===== src/rtl/pair_select_ctrl.sv =====
// pair_select_ctrl: two-tile selection controller for the 6x6 board.
// Latches a tile pair, runs the match-check handshake, then clears the pair or shows a timed fail.
`default_nettype none

module pair_select_ctrl #(
  parameter int N_TILES     = 36,
  parameter int IDX_W       = 6,
  parameter int PAIRS       = 18,
  parameter int FAIL_CYCLES = 16,
  parameter int CHK_TIMEOUT = 64
) (
  input  logic               clk,
  input  logic               rst,
  input  logic [N_TILES-1:0] cur_bus,
  input  logic               sel,
  input  logic [N_TILES-1:0] tile_mask,
  output logic               chk_req,
  output logic [IDX_W-1:0]   chk_a,
  output logic [IDX_W-1:0]   chk_b,
  input  logic               chk_ack,
  input  logic               chk_ok,
  output logic               clr_valid,
  output logic [IDX_W-1:0]   clr_a,
  output logic [IDX_W-1:0]   clr_b,
  output logic [N_TILES-1:0] sel_bus,
  output logic [4:0]         pair_cnt,
  output logic               busy,
  output logic               fail_flag,
  output logic               done
);

  localparam int TMR_MAX = (CHK_TIMEOUT > FAIL_CYCLES) ? CHK_TIMEOUT : FAIL_CYCLES;
  localparam int TMR_W   = $clog2(TMR_MAX + 1);
  localparam logic [N_TILES-1:0] BIT0 = {{(N_TILES-1){1'b0}}, 1'b1};

  typedef enum logic [2:0] {
    S_IDLE  = 3'd0,
    S_ONE   = 3'd1,
    S_CHECK = 3'd2,
    S_CLEAR = 3'd3,
    S_FAIL  = 3'd4,
    S_DONE  = 3'd5
  } state_t;

  state_t             state, state_nx;
  logic [IDX_W-1:0]   idx_a, idx_b, cur_idx;
  logic               cur_valid, accept;
  logic [TMR_W-1:0]   timer;
  logic [4:0]         cnt_inc;

  // Cursor encode; a zero or multi-hot bus is never a valid position.
  always_comb begin
    cur_idx = '0;
    for (int i = 0; i < N_TILES; i++) begin
      if (cur_bus[i]) cur_idx = IDX_W'(i);
    end
    cur_valid = (cur_bus != '0) && ((cur_bus & (cur_bus - BIT0)) == '0);
    accept    = sel && cur_valid && tile_mask[cur_idx];
    cnt_inc   = (pair_cnt == 5'(PAIRS)) ? pair_cnt : pair_cnt + 5'd1;
  end

  always_comb begin
    state_nx  = state;
    chk_req   = 1'b0;
    clr_valid = 1'b0;
    busy      = 1'b0;
    fail_flag = 1'b0;
    done      = 1'b0;
    sel_bus   = '0;
    case (state)
      S_IDLE: begin
        if (accept) state_nx = S_ONE;
      end
      S_ONE: begin
        sel_bus = BIT0 << idx_a;
        if (!tile_mask[idx_a])  state_nx = S_IDLE;
        else if (accept)        state_nx = (cur_idx == idx_a) ? S_IDLE : S_CHECK;
      end
      S_CHECK: begin
        chk_req = 1'b1;
        busy    = 1'b1;
        sel_bus = (BIT0 << idx_a) | (BIT0 << idx_b);
        // An ack on the last timeout cycle still wins.
        if (chk_ack)                                  state_nx = chk_ok ? S_CLEAR : S_FAIL;
        else if (timer == TMR_W'(CHK_TIMEOUT - 1))    state_nx = S_FAIL;
      end
      S_CLEAR: begin
        clr_valid = 1'b1;
        busy      = 1'b1;
        state_nx  = (cnt_inc == 5'(PAIRS)) ? S_DONE : S_IDLE;
      end
      S_FAIL: begin
        fail_flag = 1'b1;
        busy      = 1'b1;
        sel_bus   = (BIT0 << idx_a) | (BIT0 << idx_b);
        if (timer == TMR_W'(FAIL_CYCLES - 1)) state_nx = S_IDLE;
      end
      S_DONE: begin
        done = 1'b1;
      end
      default: state_nx = S_IDLE;
    endcase
  end

  always_ff @(posedge clk) begin
    if (rst) begin
      state    <= S_IDLE;
      idx_a    <= '0;
      idx_b    <= '0;
      timer    <= '0;
      pair_cnt <= '0;
      chk_a    <= '0;
      chk_b    <= '0;
      clr_a    <= '0;
      clr_b    <= '0;
    end else begin
      state <= state_nx;
      // Timer restarts on every state change so CHECK and FAIL each count from zero.
      if (state_nx != state || !(state == S_CHECK || state == S_FAIL)) timer <= '0;
      else                                                              timer <= timer + TMR_W'(1);
      if (state == S_IDLE && state_nx == S_ONE) idx_a <= cur_idx;
      if (state == S_ONE && state_nx == S_CHECK) begin
        idx_b <= cur_idx;
        chk_a <= idx_a;
        chk_b <= cur_idx;
      end
      if (state == S_CHECK && state_nx == S_CLEAR) begin
        clr_a <= idx_a;
        clr_b <= idx_b;
      end
      if (state == S_CLEAR) pair_cnt <= cnt_inc;
    end
  end

endmodule

`default_nettype wire


===== config.mk =====
export PLATFORM = sky130hd
export DESIGN_NAME = pair_select_ctrl
export DESIGN_NICKNAME = d
export VERILOG_FILES = /design/src/rtl/pair_select_ctrl.sv
export SDC_FILE = /design/constraint.sdc
export NUM_CORES = 1
export LEC_CHECK = 0
export ABC_AREA = 1
export BUFFER_PORTS_ARGS = -buffer_cell sky130_fd_sc_hd__clkbuf_2
export CAP_MARGIN = 20
export CORE_UTILIZATION = 47
export DETAILED_ROUTE_END_ITERATION = 12
export GPL_ROUTABILITY_DRIVEN = 0
export PLACE_DENSITY = 0.77
export SYNTH_ARGS = -nofsm -noshare
export SYNTH_HDL_FRONTEND = slang
export SYNTH_SLANG_ARGS = --single-unit

===== constraint.sdc =====
create_clock -name clk -period 3.4 [get_ports clk]
set_input_delay 0.51 -clock clk [delete_from_list [all_inputs] [get_ports clk]]
set_output_delay 0.51 -clock clk [all_outputs]
set_load 0.03 [all_outputs]

==> results.md <==
- Status: finished with violations
- Failing checks: setup timing
- Post-Synth Adder-Cell Area: 0.848%
- Yosys warns: 0
- Final hold vios: 0
- Synth Area in Compound Gates: 23.4%
- Syn nets: 874
- Slew HR: 41.4%
- Final ANT Viol Nets: 0
- Post-DP Area: roughly 0.0057 mm^2
- Cells after Synth: 794
- Count leader, synth: nand2_1
- Top_reg_cell synth: dfxtp_1
- Worst Setup End Kind: register
- Post-synthesis mux area share: 0%
- Post-route DRC: 0
- Number of nets in the layout: 1084
- # IOs: 147
- Busiest layer in global routing: met2
- Top cell by count, worst path: nand2_1
- Post-Layout Inst Area: 0.00622 mm^2
- H-Tree Depth: 2
- Setup Viol. Count Final: 27
- Post-DP HPWL: 11900 um
- Max Slew Vio Count: 0
- Post-Syn Area: roughly 0.0044 mm^2
- Initial DRC Count: 447
- Via count: 6434
- Initial antenna violation count: 0
- M1 GR Usage: 38.3%
- Synth top area share: 20.4%
- Clock Sinks: 45
- XOR/XNOR Fraction of Synth Area: approximately 1.2%
- Hold/Removal Path Class: reg -> reg
- Worst Setup Start Kind: input pin
- Row Count: 35
- Hold_ws: around 0.45 ns
- Die Y: 99.1 um
- VDD IR-drop max: 142 uV
- Initial Utilization: between 40% and 50%
- Worst Slack Setup Final: -0.208 ns
- Seq cells post-synth: 45
- Latest clock arrival within the worst-skew pair: approximately 0.30 ns
- Power per cell area: 185 mW/mm^2
- Syn-to-layout area delta: 40.5%
- Area contributors post-synth: dfxtp_1 (20%), nand2_1 (15%), inv_1 (9.8%), nor2_1 (9.7%), nand3_1 (9.3%)
- Peak Freq: 277 MHz
- TritonCTS clock tree: yes
- Largest fanout on the critical path: 12
- Post-Synth Simple-Gate Area: 41.0%
- Post-Layout Cell Count: 1116
- Leak pwr: 0.00294 uW
- Post-synth ARST share: 0%
- GR Overflow Total: 0
- Via-to-Cell Ratio: 5.77
- Max-cap violations: 0
- Worst-path clk slew: 0.08 ns
- Total GRT Usage: a little under a third
- CTS buffer count: 5
- Post-synth top cells: nand2_1 (175), inv_1 (115), nor2_1 (114)
- Clock skew: 0.00329 ns
- Root Buffer Master: clkbuf_8
- Syn Area/Cell: 5.58 um^2
- Fin util: 67.6%
- Slew @ Worst Pin: 0.873 ns
- Maximum clock insertion buffer count: 2
- CP Class: in -> reg
- Global-route track usage on met2: between 50 and 60%
- CP Data Arrival Time: ~3.8 ns
- Post-Route WL: 16000 um
- PortBufs: 146
- Inst Count DP: 1098
- Share of cells above drive strength 1: 29.2%
- Cell accounting for the most synthesized area: dfxtp_1
- Unrepaired setup endpoints after global routing: true
- # diodes: 0
- EDFF count, synth: 0
- Main combinational cell family by area after synthesis: simple AND/OR/NAND/NOR gates
- Width of the die: 99.1 um
- Die area: 0.00981 mm^2
- Min Tclk post-route: between 3 and 4 ns
- First-pass GRT wire length: 24900 um
- Synth unique cells: 44
- Total Power: 1150 uW
- Largest net degree at the start of global routing: 34
- CP max stage cell: buf_6
- Core Region: 0.00920 mm^2
- Met3 Usage GRT: ~4.8%
- TritonRoute pass-1 iters: 5
- Routed WL per cell: 14.3 um
- Vias in the first global route: 5526
- Register area share after synthesis: between 20% and 30%
- Hold_buf cts: 0
- Final Cycle Share: 106%
- Required @ worst endpoint: 3.59 ns
- Max incr delay on CP: 0.18 ns
-- cells in the final DEF, fill, tap and decap left out, drive strengths merged, types with 3 or more instances in the layout --
cell type / count
dfxtp: 45
o32ai: 3
o2111ai: 3
ha: 3
a21oi: 62
clkinv: 8
nor3: 15
buf: 81
o221ai: 4
clkbuf: 149
xor2: 3
o31ai: 3
nand3: 83
nor4: 12
o21ai: 43
a32o: 5
xnor2: 3
o22ai: 26
nor2: 115
o211ai: 5
nand4: 15
nand2: 183
a2111oi: 4
inv: 117
-- state kept, by name, summed over array words and instances, names as in the netlist --
name / count
timer: 7
state: 3
clr_a: 6
idx_a: 6
clr_b: 6
idx_b: 6
pair_cnt: 5
chk_a: 6
-- final cells by class --
type | count | area, um^2
multi-input cells | 605 | 3240
fillers | 874 | 2980
well taps | 111 | 139
clock buffers | 6 | 72.6
flip-flops and latches | 45 | 902
clock inverters | 2 | 10.0
repair buffers | 224 | 1390
inverters | 123 | 468
-- layer usage --
metal  vias up  part of all wire, %
met1      2841                   40
met5         -                    0
met4         0                  3.0
li1       3118                    -
met2       411                   47
met3        64                  9.2
-- what timing repair did --
item,CTS,global route
buffers inserted,1,5
gates resized for setup,16,59
endpoints found under the setup margin,23,28
hold endpoints to repair,0,0
cloned,2,2
pin swaps,5,10
-- report_power, final --
part	internal, uW	total [uW]	switching [uW]
Clock	142	314	172
Combinational	138	307	169
Sequential	526	526	0.00000000576
Total	807	1150	341
-- cells by family after synthesis --
kind of cell	count (synthesis)
AOI/OAI and AO/OA	171
and+or+nand+nor	422
buffers and inverters	147
DFF	45
xor gates and xnor gates	6
adders and majority gates	3
-- path summary, 6_finish.rpt --
path,start,to,slack (ns),cells after the start
worst max-delay path,cur_bus[4],chk_a[3],-0.21,48
worst min-delay path,timer[0],timer[0],0.45,1
worst min register to register,timer[0],timer[0],0.45,1
worst max register to register,idx_a[1],chk_a[3],0.46,12
-- metrics by stage --
stage	setup slack, ns	TNS [ns]
floorplan	0.0948	0
global placement	-0.400	-8.54
detailed placement	-0.483	-10.40
CTS	-0.0337	-0.317
global route	-0.564	-13.74
finish	-0.208	-2.72
-- worst max-delay path, delay by kind of cell --
kind,cells,cell delay (ns)
and+or+nand+nor,42,2.50
buffers and inverters,5,0.58
AOI/OAI and AO/OA,1,0.18
Note: power is estimated with default switching activity, not from simulation.
